### config.mk
export PLATFORM = sky130hd
export DESIGN_NAME = rs_encoder
export DESIGN_NICKNAME = d
export VERILOG_FILES = /design/src/rtl/rs_encoder.sv
export SDC_FILE = /design/constraint.sdc
export NUM_CORES = 1
export LEC_CHECK = 0
export CORE_ASPECT_RATIO = 1.5
export CORE_MARGIN = 3
export CORE_UTILIZATION = 35
export DETAILED_ROUTE_END_ITERATION = 16
export PLACE_DENSITY_LB_ADDON = 0.12
export RECOVER_POWER = 50
export SYNTH_ARGS = -nofsm -noshare
export SYNTH_HDL_FRONTEND = slang
export SYNTH_SLANG_ARGS = --single-unit
### constraint.sdc
create_clock -name clk -period 3.7 [get_ports clk]
set_input_delay 0.74 -clock clk [delete_from_list [all_inputs] [get_ports clk]]
set_output_delay 0.74 -clock clk [all_outputs]
set_load 0.02 [all_outputs]
### src/rtl/rs_encoder.sv
// Systematic Reed-Solomon encoder over GF(2^8): streams message symbols through,
// then appends NSYM parity symbols from an LFSR-style remainder register.
module rs_encoder #(
    parameter int NSYM = 4,
    parameter int KMAX = 255 - NSYM
) (
    input  logic                clk,
    input  logic                rst,
    input  logic [7:0]          prim_poly,
    input  logic [8*NSYM-1:0]   gen_flat,
    input  logic                in_valid,
    input  logic [7:0]          in_data,
    input  logic                in_last,
    output logic                in_ready,
    output logic                out_valid,
    output logic [7:0]          out_data,
    output logic                out_last,
    input  logic                out_ready,
    output logic                len_err
);
    localparam int CW = $clog2(KMAX + 1);
    localparam int PW = $clog2(NSYM);

    typedef enum logic {DATA, PARITY} state_t;
    state_t state, state_next;

    logic [7:0]    p    [NSYM];
    logic [7:0]    prod [NSYM];
    logic [CW-1:0] cnt;
    logic [PW-1:0] pcnt;
    logic          slot_free;
    logic          accept;
    logic          at_kmax;
    logic          final_sym;
    logic [7:0]    fb;

    // Shift-and-add GF(2^8) product, reduced by the programmable polynomial.
    function automatic logic [7:0] gf_mul(input logic [7:0] a, input logic [7:0] b,
                                          input logic [7:0] poly);
        logic [7:0] r;
        logic [7:0] x;
        r = '0;
        x = a;
        for (int unsigned i = 0; i < 8; i++) begin
            if (b[i]) r = r ^ x;
            x = x[7] ? ({x[6:0], 1'b0} ^ poly) : {x[6:0], 1'b0};
        end
        return r;
    endfunction

    always_comb begin
        slot_free = !out_valid || out_ready;
        in_ready  = !rst && (state == DATA) && slot_free;
        accept    = in_valid && in_ready;
        at_kmax   = (cnt == CW'(KMAX - 1));
        final_sym = in_last || at_kmax;
        fb        = in_data ^ p[NSYM-1];
        for (int unsigned k = 0; k < NSYM; k++) begin
            prod[k] = gf_mul(fb, gen_flat[8*k +: 8], prim_poly);
        end
    end

    always_comb begin
        state_next = state;
        case (state)
            DATA:    if (accept && final_sym) state_next = PARITY;
            PARITY:  if (slot_free && pcnt == '0) state_next = DATA;
            default: state_next = DATA;
        endcase
    end

    always_ff @(posedge clk or posedge rst) begin
        if (rst) state <= DATA;
        else     state <= state_next;
    end

    always_ff @(posedge clk or posedge rst) begin
        if (rst) begin
            for (int unsigned k = 0; k < NSYM; k++) p[k] <= '0;
            cnt       <= '0;
            pcnt      <= '0;
            out_valid <= 1'b0;
            out_data  <= '0;
            out_last  <= 1'b0;
            len_err   <= 1'b0;
        end else if (state == DATA) begin
            if (accept) begin
                p[0] <= prod[0];
                for (int unsigned k = 1; k < NSYM; k++) p[k] <= p[k-1] ^ prod[k];
                out_data  <= in_data;
                out_valid <= 1'b1;
                out_last  <= 1'b0;
                cnt       <= cnt + CW'(1);
                if (final_sym) pcnt <= PW'(NSYM - 1);
                if (at_kmax && !in_last) len_err <= 1'b1;
            end else if (slot_free) begin
                out_valid <= 1'b0;
            end
        end else if (slot_free) begin
            // Parity drains from the top of the remainder register; zeros fill in
            // below so the register is clear once the codeword completes.
            out_data  <= p[NSYM-1];
            out_valid <= 1'b1;
            out_last  <= (pcnt == '0);
            for (int unsigned k = 1; k < NSYM; k++) p[k] <= p[k-1];
            p[0] <= '0;
            if (pcnt != '0) pcnt <= pcnt - PW'(1);
            else            cnt  <= '0;
        end
    end

endmodule

== Yosys cells after proc, flatten, opt, wreduce, memory -nomap -nowiden ==
Index checks and enable logic that the tools add are counted.

* Bitwise logic cells: 40
* Reductions and logical operators: 21
* Eq/ne operators: 4
* $add $sub $neg: 2
* Mux-type cells: 64

{| class="wikitable"
|+ Operator list
! kind !! number
|-
| 8-bit 2-to-1 mux || 46
|-
| 8-bit XOR || 39
|-
| 32-bit 2-to-1 mux || 3
|-
| 2-bit 2-to-1 mux || 5
|-
| 1-bit 2-to-1 mux || 9
|-
| 8-bit by 1-bit adder with 8-bit output, second input constant || 1
|-
| 8-bit equality test, second input constant || 1
|-
| 2-bit nonzero test || 4
|-
| 1-bit logical AND || 6
|-
| 3-bit AND reduction || 2
|-
| 2-bit by 1-bit inequality test with 1-bit output, second input constant || 2
|-
| 2-bit AND reduction || 2
|-
| 4-bit AND reduction || 1
|-
| 1-bit zero test || 3
|-
| 2-bit zero test || 1
|-
| 1-bit logical OR || 2
|-
| 2-bit inequality test, second input constant || 1
|-
| 1-bit case mux with 2 select lines || 1
|-
| 2-bit by 1-bit subtractor with 2-bit output, second input constant || 1
|-
| 1-bit inverter || 1
|}

* Output and inout port bits: 12
* Register bits after elaboration: 54
* Logic and storage cells: 142
* Input port bits: 53

== Longest topological paths before layout ==
Gate-level depths: netlist of run 1.

* Depth in word-level cells: 20
* Gate-level depth with buffers: 17
* Gate-level depth less buffers: 13

== Worst setup path before layout of run 1 ==
Ideal clock, no wire load.

* Path kind: input -> register
* From: input port in_data[5]
* To: register p[13] (netlist bit)
* Stages on the path: 15
* Required time: 3.576 ns
* Buffers on the path: 2
* Setup time: 0.124 ns
* Arrival: 4.265 ns
* Path slack: -0.689 ns
* Cell sequence: xor2_2 -> buf_2 -> a311oi_1 -> mux2_4 -> a311o_1 -> buf_2 -> a2111oi_4 -> a211oi_4 -> o221ai_2 -> xor3_1 -> or3_4 -> a21boi_1 -> xnor3_1 -> o21a_1 -> o31a_1

* Longest elaborated chain between the ends: 19
* Elaborated cells between the ends (all ways): 32
* Classes of those cells: 17 x mux; 15 x bitwise

{| class="wikitable"
|+ Ends and longest elaborated chain
! element !! line !! RTL
|-
| from (decl) || 12 || <nowiki>input logic [7:0] in_data,</nowiki>
|-
| 8-bit XOR * || 57 || <nowiki>fb = in_data ^ p[NSYM-1];</nowiki>
|-
| 8-bit 2-to-1 mux / 8-bit XOR (equally long branches) || 45, 46 ||
|-
| 8-bit XOR / 8-bit 2-to-1 mux (equally long branches) || 45, 46 ||
|-
| 8-bit 2-to-1 mux / 8-bit XOR (equally long branches) || 45, 46 ||
|-
| 8-bit XOR / 8-bit 2-to-1 mux (equally long branches) || 45, 46 ||
|-
| 8-bit 2-to-1 mux, on equally long branches || 45, 46 ||
|-
| 8-bit XOR, on equally long branches || 45, 46 ||
|-
| 8-bit 2-to-1 mux, on equally long branches || 45, 46 ||
|-
| [3 not listed] || -- ||
|-
| 8-bit 2-to-1 mux, on equally long branches || 45, 46 ||
|-
| 8-bit XOR, on equally long branches || 45, 46 ||
|-
| 8-bit 2-to-1 mux, on equally long branches || 45, 46 ||
|-
| 8-bit XOR || 45 || <nowiki>if (b[i]) r = r ^ x;</nowiki>
|-
| 8-bit 2-to-1 mux * || 45 ||
|-
| 8-bit XOR * || 89 || <nowiki>for (int unsigned k = 1; k < NSYM; k++) p[k] <= p[k-1] ^ prod[k];</nowiki>
|-
| 32-bit 2-to-1 mux * || 87 || <nowiki>if (accept) begin</nowiki>
|-
| 32-bit 2-to-1 mux * || 86 || <nowiki>end else if (state == DATA) begin</nowiki>
|-
| to (decl) || 27 || <nowiki>logic [7:0] p [NSYM];</nowiki>
|}

Mark *: on every way between the ends. The rest lies on a longest branch, timed or not. The select of a mux whose other input is x is not followed.
A chain may end at the register's enable or synchronous reset.

== Worst setup path after layout of run 1 ==
* From: input port in_data[6]
* To: register p[5] (netlist bit)

* Longest elaborated chain between the ends: 19
* Elaborated cells between the ends (all ways): 29
* Classes of those cells: 15 x mux; 14 x bitwise

{| class="wikitable"
|+ Ends and longest elaborated chain
! element !! line !! RTL
|-
| 8-bit XOR * || 57 ||
|-
| 8-bit XOR || 46 || <nowiki>x = x[7] ? ({x[6:0], 1'b0} ^ poly) : {x[6:0], 1'b0};</nowiki>
|-
| 8-bit 2-to-1 mux * (2 in a row) || 46 ||
|-
| 8-bit XOR, on equally long branches || 45, 46 ||
|-
| 8-bit 2-to-1 mux, on equally long branches || 45, 46 ||
|-
| 8-bit XOR, on equally long branches || 45, 46 ||
|-
| 8-bit 2-to-1 mux, on equally long branches || 45, 46 ||
|-
| 8-bit XOR, on equally long branches || 45, 46 ||
|-
| [2 not listed] || -- ||
|-
| 8-bit 2-to-1 mux, on equally long branches || 45, 46 ||
|-
| 8-bit XOR, on equally long branches || 45, 46 ||
|-
| 8-bit 2-to-1 mux, on equally long branches || 45, 46 ||
|-
| 8-bit XOR || 45 ||
|-
| 8-bit 2-to-1 mux * || 45 ||
|-
| 8-bit XOR * || 89 ||
|-
| 32-bit 2-to-1 mux * || 87 ||
|-
| 32-bit 2-to-1 mux * || 86 ||
|}

Marked as above.

==> Flow_metrics.wiki, run 1 <==
{| class="wikitable"
! Metric !! Value
|-
| Outcome || finished with violations
|-
| Violated checks || negative setup slack
|-
| Capture point of the worst reg-to-reg path || p[5]
|-
| Chip Width || 131 um
|-
| Share of final-layout standard cells stronger than drive strength 1 || 0.378
|-
| Source-to-sink clock delay at the later pin of the worst-skew pair || slightly above 0.3 ns
|-
| Iteration count of the initial detailed-routing pass || 5
|-
| Unrepaired setup endpoints after global routing || true
|-
| Pin count of the biggest net entering global routing || 33
|-
| Remaining design rule violation count || 0
|-
| Number of routed nets with antenna violations || 0
|-
| Count of different cell masters after synthesis || ~80
|-
| Global-route congestion overflow total || 0
|-
| Final hold violation count || 0
|-
| Critical Path Most Common Cell || sky130_fd_sc_hd__buf_4
|-
| Number of enable flip-flop cells after synthesis || 0
|-
| Hold path cells || 1
|-
| Most common cell in the netlist || sky130_fd_sc_hd__nand2_1
|-
| Number of nets in the layout || roughly 1400
|-
| Maximum achievable frequency || 232 MHz
|-
| Type of origin of the critical path || input pin
|-
| Initial antenna violation count || 0
|-
| Setup slack of the worst register-to-register path || -0.59 ns
|-
| Number of port buffers || 64
|-
| GPL Wtd Cong || around 0.96
|-
| Sink Count || 54
|-
| Min-delay src || len_err
|-
| Die Area || around 25000 sq um
|-
| Worst setup margin || -0.605 ns
|-
| Startpoint of the lowest-slack register-to-register path || p[6]
|-
| Via count of the first global-routing pass || 8918
|-
| Area of the multi-input gates || 7740 sq um
|-
| CP Class || input pin to flop
|-
| Final HPWL from detailed placement || 26500 um
|-
| Top-level port count || 65
|-
| Yosys top cell area share || 0.175
|-
| Sequence of cells on the critical path || buf_4, xor2_2, buf_4, mux2i_4, mux2_4, buf_6, a22oi_2, buf_4, a2111oi_4, a21o_1, a311oi_4, xor3_1, or3_4, a21boi_2, xnor3_1, o21a_1, o31a_1
|-
| Cells taking the most area after synthesis || sky130_fd_sc_hd__xnor2_1 (18%), sky130_fd_sc_hd__dfrtp_1 (16%), sky130_fd_sc_hd__nand2_1 (13%)
|-
| Worst-path fanout max || 4
|-
| Cell at the root of the clock tree || sky130_fd_sc_hd__clkbuf_16
|-
| Most used flip-flop cell after synthesis || sky130_fd_sc_hd__dfrtp_1
|-
| Time the final worst path needs with I/O delays and setup || 4.30 ns
|-
| Area used by sequential logic in the layout || 1360 sq um
|-
| Clock tree from TritonCTS || built
|-
| Filler Cell Count || just over 2000
|-
| Syn-to-layout area delta || 58.4%
|-
| Cell with the biggest individual delay on the critical path || sky130_fd_sc_hd__xor3_1
|-
| Total number of yosys warnings || 0
|-
| Max transition margin || 0.0235
|-
| Mean Syn Cell Area || 7.45 sq um
|-
| Class of the most critical hold timing path || flop to flop
|-
| Arrival time at the worst endpoint || between 4 and 5 ns
|-
| Cells after Synth || 1100
|-
| CTS Buf Count || 5
|-
| Post-Route Skew || around 0.0096 ns
|-
| CP Capture Type || flop
|-
| Ys async rst share || 1.00
|-
| Largest stage delay on the critical path || just over 0.4 ns
|-
| Global-route wire length before repair || 51300 um
|-
| Max-cap violations || 0
|-
| H-tree depth reported by CTS || 2
|-
| Post-synthesis instance area || 8190 sq um
|-
| CTS Buffer Depth || 2
|-
| Total setup violations reported at the end of the flow || 32
|-
| CP Data Required Time || 3.89 ns
|-
| Net Count, Synth || roughly 1200
|-
| Largest area contributor in the netlist || sky130_fd_sc_hd__xnor2_1
|-
| Starting Density || 0.361
|-
| Capture endpoint of the worst hold path || len_err
|-
| GRT Util Overall || 0.263
|-
| Crit share post-route || 1.16
|-
| Detailed router's first-iteration violation count || 537
|-
| Site Rows || 67
|-
| Routed via count || ~9000
|-
| Reg2Reg Depth || 16
|-
| Seq/Total Area, Yosys || 0.165
|-
| Hold buffers post-CTS || 0
|-
| Core Footprint || 22700 sq um
|-
| Post-Route Utilization || 0.571
|-
| Clock slew at reported path FFs || 0.07 ns
|-
| Total Wirelength || 34200 um
|-
| Most used standard cells in the synthesized netlist || sky130_fd_sc_hd__nand2_1 (282), sky130_fd_sc_hd__xnor2_1 (164), sky130_fd_sc_hd__xor2_1 (75), sky130_fd_sc_hd__clkbuf_1 (54), sky130_fd_sc_hd__dfrtp_1 (54)
|-
| Final Max Tran Viols || 0
|-
| Synthesized flop and latch total || 54
|-
| Post-DR wirelength/cell || 20.0 um
|-
| Final antenna diode count || 0
|-
| Average vias per placed instance || 5.29
|-
| Worst-Margin Slew || 1.46 ns
|-
| Floorplan die height || 193 um
|}
## through the flow
| step | cell area [sq um] | std cells | TNS (ns) | worst slack, ns | hold slack (ns) |
|---|---|---|---|---|---|
| floorplan | 8350 | 1100 | -5.70 | -0.535 | 0.469 |
| global placement | 10900 | 1629 | -40.36 | -1.44 | 0.448 |
| detailed placement | 10900 | 1629 | -41.63 | -1.55 | 0.457 |
| CTS | 12200 | 1680 | -12.03 | -0.617 | 0.474 |
| global route | 13000 | 1704 | -17.81 | -0.710 | 0.485 |
| finish | 13000 | 1704 | -13.34 | -0.605 | 0.471 |
## how the worst max path moves through the flow
stage | startpoint | endpoint | cells after the start
after floorplan | in_data[7] | p[13] | 14
after global placement | in_data[7] | p[19] | 18
after detailed placement | in_data[7] | p[11] | 18
after CTS | in_data[5] | p[5] | 16
after global routing | prim_poly[5] | p[5] | 17
final | in_data[6] | p[5] | 17
## what timing repair did
action,4_1_cts,5_1_grt
pin swaps,83,92
resized for setup,185,121
endpoints found under the setup margin,32,32
hold endpoints to repair,0,0
gates cloned,1,1
buffers inserted,44,29
## sequential cells by signal, indices dropped and copies added (netlist names)
name and count:
state 1, out_data 8, p 32, cnt 8, pcnt 2, out_valid 1
len_err 1, out_last 1
## layout make-up
type                            count  area share
Multi-Input combinational cell    949       0.597
Timing Repair Buffer              369       0.251
Sequential cell                    54       0.104
Tap cell                          310      0.0299
Clock buffer                        6      0.0107
Inverter                           14     0.00405
Clock inverter                      2     0.00299
## worst max-delay path: cells and delay by family
family          cells  cell delay (ns)
compound gates      7             1.46
xor+xnor            3             0.83
buf+inv             4             0.60
mux                 2             0.50
simple gates        1             0.38
## kinds of logic (layout without fill, tap and decap cells)
| logic type | Yosys count | after routing | share of synthesized area |
|---|---|---|---|
| adders and majority gates | 3 | 3 | 0.00458 |
| DFF | 54 | 54 | 0.165 |
| xor gates and xnor gates | 268 | 268 | 0.331 |
| and+or+nand+nor | 454 | 454 | 0.241 |
| AOI/OAI and AO/OA | 204 | 204 | 0.185 |
| muxes | 20 | 20 | 0.0250 |
| buffers and inverters | 97 | 391 | 0.0489 |
## layout by cell type, fill, tap and decap left out, types with 15 or more instances in the layout
cell | Yosys | final
sky130_fd_sc_hd__nand2_2 | 1 | 18
sky130_fd_sc_hd__xnor2_1 | 164 | 112
sky130_fd_sc_hd__nor3_1 | 27 | 22
sky130_fd_sc_hd__clkdlybuf4s50_1 | 0 | 55
sky130_fd_sc_hd__nand3_1 | 49 | 40
sky130_fd_sc_hd__xnor3_1 | 17 | 17
sky130_fd_sc_hd__buf_4 | 1 | 248
sky130_fd_sc_hd__dfrtp_1 | 54 | 51
sky130_fd_sc_hd__nor2_1 | 37 | 35
sky130_fd_sc_hd__mux2i_1 | 19 | 17
sky130_fd_sc_hd__xor2_1 | 75 | 67
sky130_fd_sc_hd__buf_6 | 1 | 44
sky130_fd_sc_hd__nand2_1 | 282 | 247
sky130_fd_sc_hd__nand2_4 | 0 | 18
sky130_fd_sc_hd__o21ai_0 | 39 | 19
sky130_fd_sc_hd__o21ai_1 | 6 | 15
sky130_fd_sc_hd__xnor2_2 | 6 | 53
sky130_fd_sc_hd__a21oi_1 | 34 | 24
## routing by layer
layer	GRT usage	vias to the layer above	wire length, um
met3	0.0171	105	1120
met5	0	-	0
li1	-	4309	-
met1	0.291	4312	12500
met4	0.159	0	2340
met2	0.476	296	18200
Power of run 1 is not shown: default switching activity piles up to over one toggle a cycle in this logic, so the estimate is an artifact.
==> run 2, diff against run 1 <==
Clock period 3.7 ns to 5.45 ns, I/O delays scaled along.
==> Flow_metrics.wiki, run 2 (synthesis gave the netlist of run 1 again) <==
{| class="wikitable"
! Metric !! Value
|-
| Most frequent cells in the layout || sky130_fd_sc_hd__nand2_1 (282), sky130_fd_sc_hd__xnor2_1 (163), sky130_fd_sc_hd__buf_4 (115)
|-
| Register bank with the most flops || p
|-
| Arrival time at the worst endpoint || 5.48 ns (+0.99 ns)
|-
| Final HPWL from detailed placement || 24500 um (-7.5%)
|-
| Die Area || 25300 sq um (unchanged)
|-
| GRT Util Overall || 0.233 (-0.0300)
|-
| Cell at the root of the clock tree || sky130_fd_sc_hd__clkbuf_16
|-
| CP Capture Type || flop
|-
| Remaining design rule violation count || 0 (unchanged)
|-
| Starting Density || 0.361 (unchanged)
|-
| Source-to-sink clock delay at the later pin of the worst-skew pair || 0.31 ns (about the same)
|-
| Hold buffers post-CTS || 0 (unchanged)
|-
| CP Data Required Time || 5.64 ns (+1.75 ns)
|-
| Total Wirelength || 29500 um (-14%)
|-
| CTS Buffer Depth || 2 (unchanged)
|-
| Clock tree from TritonCTS || built
|-
| Violated checks || max-capacitance violations, max-slew violations
|-
| Sink Count || 54 (unchanged)
|-
| Area used by sequential logic in the layout || 1350 sq um (-0.18%)
|-
| Setup Fix Bufs, Post-CTS || 0 (-100%)
|-
| Leading registers by flop count || p x32, cnt x8, out_data x8
|-
| Worst-Margin Slew || 3.11 ns (+1.65 ns)
|-
| Chip Width || 131 um (unchanged)
|-
| Type of origin of the critical path || input pin
|-
| Via count of the first global-routing pass || 8061 (-9.6%)
|-
| Routed via count || 8020 (-11%)
|-
| Class of the most critical hold timing path || flop to flop
|-
| Filler Cell Count || 2354 (+14%)
|-
| Final antenna diode count || 0 (unchanged)
|-
| Post-DR wirelength/cell || 19.5 um (-2.9%)
|-
| Detailed router's first-iteration violation count || 441 (-18%)
|-
| Syn-to-layout area delta || 22.0%
|-
| Worst-path fanout max || 11 (+7)
|-
| H-tree depth reported by CTS || 2 (unchanged)
|-
| Clock slew at reported path FFs || 0.08 ns (about the same)
|-
| Most frequent standard cell in the layout excluding fill and tap cells || sky130_fd_sc_hd__nand2_1
|-
| Pin count of the biggest net entering global routing || 55 (+67%)
|-
| Max transition margin || -1.07 (-1.10)
|-
| Share of final-layout standard cells stronger than drive strength 1 || 0.134 (-0.244)
|-
| Floorplan die height || 193 um (unchanged)
|-
| Global-route wire length before repair || 45800 um (-11%)
|-
| Average vias per placed instance || 5.28 (-0.21%)
|-
| Number of port buffers || 64 (unchanged)
|-
| Largest register FFs || 32 (unchanged)
|-
| Outcome || finished with violations
|-
| Core Footprint || 22700 sq um (unchanged)
|-
| Area of the multi-input gates || 6460 sq um (-17%)
|-
| CTS Buf Count || 5 (unchanged)
|-
| Crit share post-route || 0.970
|-
| GPL Wtd Cong || 0.952 (-0.54%)
|-
| Total setup violations reported at the end of the flow || 0 (-100%)
|-
| Number of routed nets with antenna violations || 0 (unchanged)
|-
| Maximum achievable frequency || 189 MHz
|-
| Time the final worst path needs with I/O delays and setup || 5.28 ns
|-
| Site Rows || 67 (unchanged)
|-
| Max-cap violations || 1 (+1)
|-
| Post-Route Skew || 0.0108 ns (+0.00126 ns)
|-
| Initial antenna violation count || 0 (unchanged)
|-
| Global-route congestion overflow total || 0 (unchanged)
|-
| CP Class || input pin to flop
|-
| Number of nets in the layout || 1263 (-13%)
|-
| TNS Setup || 0 ns (+13.34 ns)
|-
| Unrepaired setup endpoints after global routing || false
|-
| Final Max Tran Viols || 55 (+55)
|-
| Final hold violation count || 0 (unchanged)
|-
| Iteration count of the initial detailed-routing pass || 5 (unchanged)
|-
| Top-level port count || 65 (unchanged)
|}
[run 2: changes by cell type in the layout (fill, tap and decap cells not counted), moves of 10 or more]
cell                      before  now
sky130_fd_sc_hd__nand2_4      18    0
sky130_fd_sc_hd__o21ai_0      19   39
sky130_fd_sc_hd__nand2_1     247  282
sky130_fd_sc_hd__nand2_2      18    1
sky130_fd_sc_hd__buf_4       248  115
sky130_fd_sc_hd__o21ai_2      11    1
sky130_fd_sc_hd__buf_6        44    0
sky130_fd_sc_hd__xnor2_2      53    7
sky130_fd_sc_hd__xnor2_1     112  163
[run 2: layout make-up]
| type | count | area share |
|---|---|---|
| clock buffers | 5 | 0.0125 |
| multi-input cells | 949 | 0.646 |
| inverters | 14 | 0.00526 |
| clock inverters | 3 | 0.00488 |
| flip-flops and latches | 54 | 0.135 |
| well taps | 310 | 0.0388 |
| repair buffers | 183 | 0.157 |
[run 2: worst paths after layout]
check                           to  slack, ns  cells after the start        from
min reg2reg                len_err       0.48                      1     len_err
max in group asynchronous    state       1.05                      3         rst
max reg2reg                   p[5]       1.04                     16        p[6]
min in group asynchronous  len_err       2.44                      3         rst
max                           p[5]       0.17                     17  in_data[6]
min                        len_err       0.48                      1     len_err
[run 2: metal layers]
metal | part of all wire | vias to the layer above | GRT usage | routed length [um]
met5 | 0 | - | 0 | 0
met4 | 0.054 | 0 | 0.118 | 1600
met3 | 0.031 | 73 | 0.0171 | 924
met2 | 0.53 | 207 | 0.433 | 15700
met1 | 0.38 | 3807 | 0.257 | 11300
li1 | - | 3933 | - | -
[run 2: what timing repair did]
action / 4_1_cts / 5_1_grt
gates resized for setup: 0 / 2
endpoints found under the setup margin: 0 / 5
hold endpoints to repair: 0 / 0
[run 2: critical path, stage by stage]
cell                              delay (ns)
sky130_fd_sc_hd__clkdlybuf4s50_1        0.60
sky130_fd_sc_hd__xor2_1                 0.22
sky130_fd_sc_hd__buf_4                  0.19
sky130_fd_sc_hd__mux2i_1                0.18
sky130_fd_sc_hd__mux2_4                 0.32
sky130_fd_sc_hd__buf_4                  0.16
sky130_fd_sc_hd__a22oi_1                0.18
sky130_fd_sc_hd__buf_4                  0.21
sky130_fd_sc_hd__a2111oi_0              0.11
sky130_fd_sc_hd__a21o_1                 0.18
sky130_fd_sc_hd__a311oi_2               0.41
sky130_fd_sc_hd__xor3_1                 0.42
sky130_fd_sc_hd__or3_4                  0.37
sky130_fd_sc_hd__a21boi_1               0.15
sky130_fd_sc_hd__xnor3_1                0.25
sky130_fd_sc_hd__o21a_1                 0.18
sky130_fd_sc_hd__o31a_1                 0.26
[run 2: per-stage QoR]
step	hold WS, ns	utilization	setup WS [ns]	cell area [sq um]	cells
6_report	0.475	0.440	0.166	9990	1518
5_1_grt	0.505	0.440	0.000647	9990	1518
4_1_cts	0.481	0.440	0.225	9990	1518
3_5_place_dp	0.462	0.432	-0.108	9820	1510
3_3_place_gp	0.451	0.432	-0.127	9820	1510
2_1_floorplan	0.469	-	0.711	8190	1100
Power of run 2 is left out for the same reason.
==> run 3, diff against run 2 <==
Settings changed: GPL_ROUTABILITY_DRIVEN set to 0.
==> Flow_metrics.wiki, run 3 (synthesis gave the netlist of run 1 again) <==
{| class="wikitable"
! Metric !! Value
|-
| Cell area after layout || 10000 sq um (+0.51%)
|-
| Sink Count || 54 (unchanged)
|-
| Global-route congestion overflow total || 0 (unchanged)
|-
| Post-DR wirelength/cell || 19.5 um (+0.19%)
|-
| Most frequent cells in the layout || sky130_fd_sc_hd__nand2_1 (282), sky130_fd_sc_hd__xnor2_1 (164), sky130_fd_sc_hd__buf_4 (122)
|-
| Via count of the first global-routing pass || 8146 (+1.1%)
|-
| Share of final-layout standard cells stronger than drive strength 1 || 0.140 (+0.00581)
|-
| Unrepaired setup endpoints after global routing || false
|-
| Total setup violations reported at the end of the flow || 0 (unchanged)
|-
| Min Hold Slack || 0.460 ns (-0.0148 ns)
|-
| Worst-Margin Slew || 1.82 ns (-1.30 ns)
|-
| Die Area || 25300 sq um (unchanged)
|-
| Area post-placement || 9870 sq um (+0.54%)
|-
| Routed via count || 8074 (+0.67%)
|-
| Final hold violation count || 0 (unchanged)
|-
| Final antenna diode count || 0 (unchanged)
|-
| Top-level port count || 65 (unchanged)
|-
| Maximum achievable frequency || 190 MHz (+0.50%)
|-
| H-tree depth reported by CTS || 2 (unchanged)
|-
| Floorplan die height || 193 um (unchanged)
|-
| Iteration count of the initial detailed-routing pass || 5 (unchanged)
|-
| Number of nets in the layout || 1270 (+0.55%)
|-
| Number of routed nets with antenna violations || 0 (unchanged)
|-
| Starting Density || 0.361 (unchanged)
|-
| Largest register FFs || 32 (unchanged)
|-
| Busiest grt layer || met2
|-
| Number of gates on the worst path with buffers counted || 16 (-1)
|-
| Time the final worst path needs with I/O delays and setup || 5.26 ns (-0.0262 ns)
|-
| CP Data Required Time || 5.64 ns (about the same)
|-
| Clock tree from TritonCTS || built
|-
| Final HPWL from detailed placement || 24800 um (+1.4%)
|-
| Core Footprint || 22700 sq um (unchanged)
|-
| Capture point of the worst reg-to-reg path || p[13]
|-
| Met2 routing resource usage after global routing || 0.448 (+0.0148)
|-
| Post-Route Skew || 0.00791 ns (-0.00291 ns)
|-
| CP Class || input pin to flop
|-
| Register bank with the most flops || p
|-
| Class of the most critical hold timing path || flop to flop
|-
| Type of origin of the critical path || input pin
|-
| Average vias per placed instance || 5.29 (+0.21%)
|-
| Critical Path Sink || p[13]
|-
| Most frequent standard cell in the layout excluding fill and tap cells || sky130_fd_sc_hd__nand2_1
|-
| Pin count of the biggest net entering global routing || 41 (-25%)
|-
| Worst-path fanout max || 10 (-1)
|-
| Crit share post-route || 0.965 (-0.00481)
|-
| Met1 usage in global routing || 0.258 (+0.00130)
|-
| CTS Buffer Depth || 2 (unchanged)
|-
| Outcome || finished with violations
|-
| Setup slack of the worst register-to-register path || 0.97 ns (-0.07 ns)
|-
| CP Capture Type || flop
|-
| Arrival time at the worst endpoint || 5.45 ns (-0.03 ns)
|-
| Worst setup path startpoint || in_data[7]
|-
| Remaining design rule violation count || 0 (unchanged)
|-
| Number of port buffers || 64 (unchanged)
|-
| Total Wirelength || 29700 um (+0.65%)
|-
| Max transition margin || -0.211 (+0.863)
|-
| Final Max Tran Viols || 33 (-40%)
|-
| Cell at the root of the clock tree || sky130_fd_sc_hd__clkbuf_16
|-
| Leading registers by flop count || p x32, cnt x8, out_data x8
|-
| Sequence of cells on the critical path || clkdlybuf4s50_1, xor2_4, buf_4, nand4_1, a211oi_1, a22oi_1, buf_4, nand2_1, o32ai_2, a311oi_2, xor3_1, or3_4, a21boi_1, xnor3_1, o21a_1, o31a_1
|-
| Critical Path Most Common Cell || sky130_fd_sc_hd__buf_4
|-
| CTS Buf Count || 5 (unchanged)
|-
| Clock slew at reported path FFs || 0.07 ns (about the same)
|-
| Detailed router's first-iteration violation count || 399 (-9.5%)
|-
| Initial antenna violation count || 0 (unchanged)
|-
| Violated checks || max-capacitance violations, max-slew violations
|-
| Number of buffer and inverter instances along the worst setup path || 3 (-1)
|-
| Source-to-sink clock delay at the later pin of the worst-skew pair || 0.30 ns (about the same)
|-
| Cell with the biggest individual delay on the critical path || sky130_fd_sc_hd__clkdlybuf4s50_1
|-
| Startpoint of the lowest-slack register-to-register path || p[6]
|-
| GRT Util Overall || 0.236 (+0.00330)
|-
| Category of cells accounting for the largest share of critical-path delay || compound AO/OA/AOI/OAI gates
|-
| Global-route wire length before repair || 46300 um (+1.1%)
|-
| Setup Fix Bufs, Post-CTS || 0 (unchanged)
|-
| Largest stage delay on the critical path || 0.56 ns (-0.04 ns)
|-
| Global routing met3 resource utilization || 0.0135 (-0.00359)
|-
| Site Rows || 67 (unchanged)
|-
| Syn-to-layout area delta || 22.6%
|-
| Reg2Reg Depth || 15 (-1)
|-
| Max-cap violations || 1 (unchanged)
|-
| Chip Width || 131 um (unchanged)
|}
## run 3: worst min path at each step
stage                        from      end  slack [ns]  cells after the start
after CTS                 len_err  len_err        0.47                      1
after floorplan             p[24]    p[24]        0.47                      2
final                     len_err  len_err        0.46                      1
after global placement    len_err  len_err        0.45                      1
after global routing      len_err  len_err        0.48                      1
after detailed placement  len_err  len_err        0.46                      1
## run 3: timing repair
item | 4_1_cts | 5_1_grt
hold buffers | 0 | 0
resized for setup | 0 | 5
setup endpoints to repair | 0 | 6
## run 3: final cells by class
cell class | instances | area, sq um
Timing Repair Buffer | 190 | 1620
Multi-Input combinational cell | 949 | 6470
Inverter | 14 | 52.6
Clock buffer | 7 | 153
Clock inverter | 1 | 8.76
Fill cell | 2383 | 12700
Tap cell | 310 | 388
Sequential cell | 54 | 1350
## run 3: layer usage
metal | up-vias | routed length [um]
met1 | 3829 | 11300
met5 | - | 0
met3 | 66 | 806
met4 | 0 | 1440
li1 | 3960 | -
met2 | 219 | 16100
## run 3: stage by stage
stage                     instances  utilization  setup slack [ns]  setup TNS (ns)
final                          1525        0.442             0.192               0
after global routing           1525        0.442            0.0336               0
after CTS                      1525        0.441             0.109               0
after detailed placement       1517        0.434            -0.207           -1.32
after global placement         1517        0.434            -0.175          -0.936
after floorplan                1100            -             0.711               0
Power of run 3 is left out for the same reason.
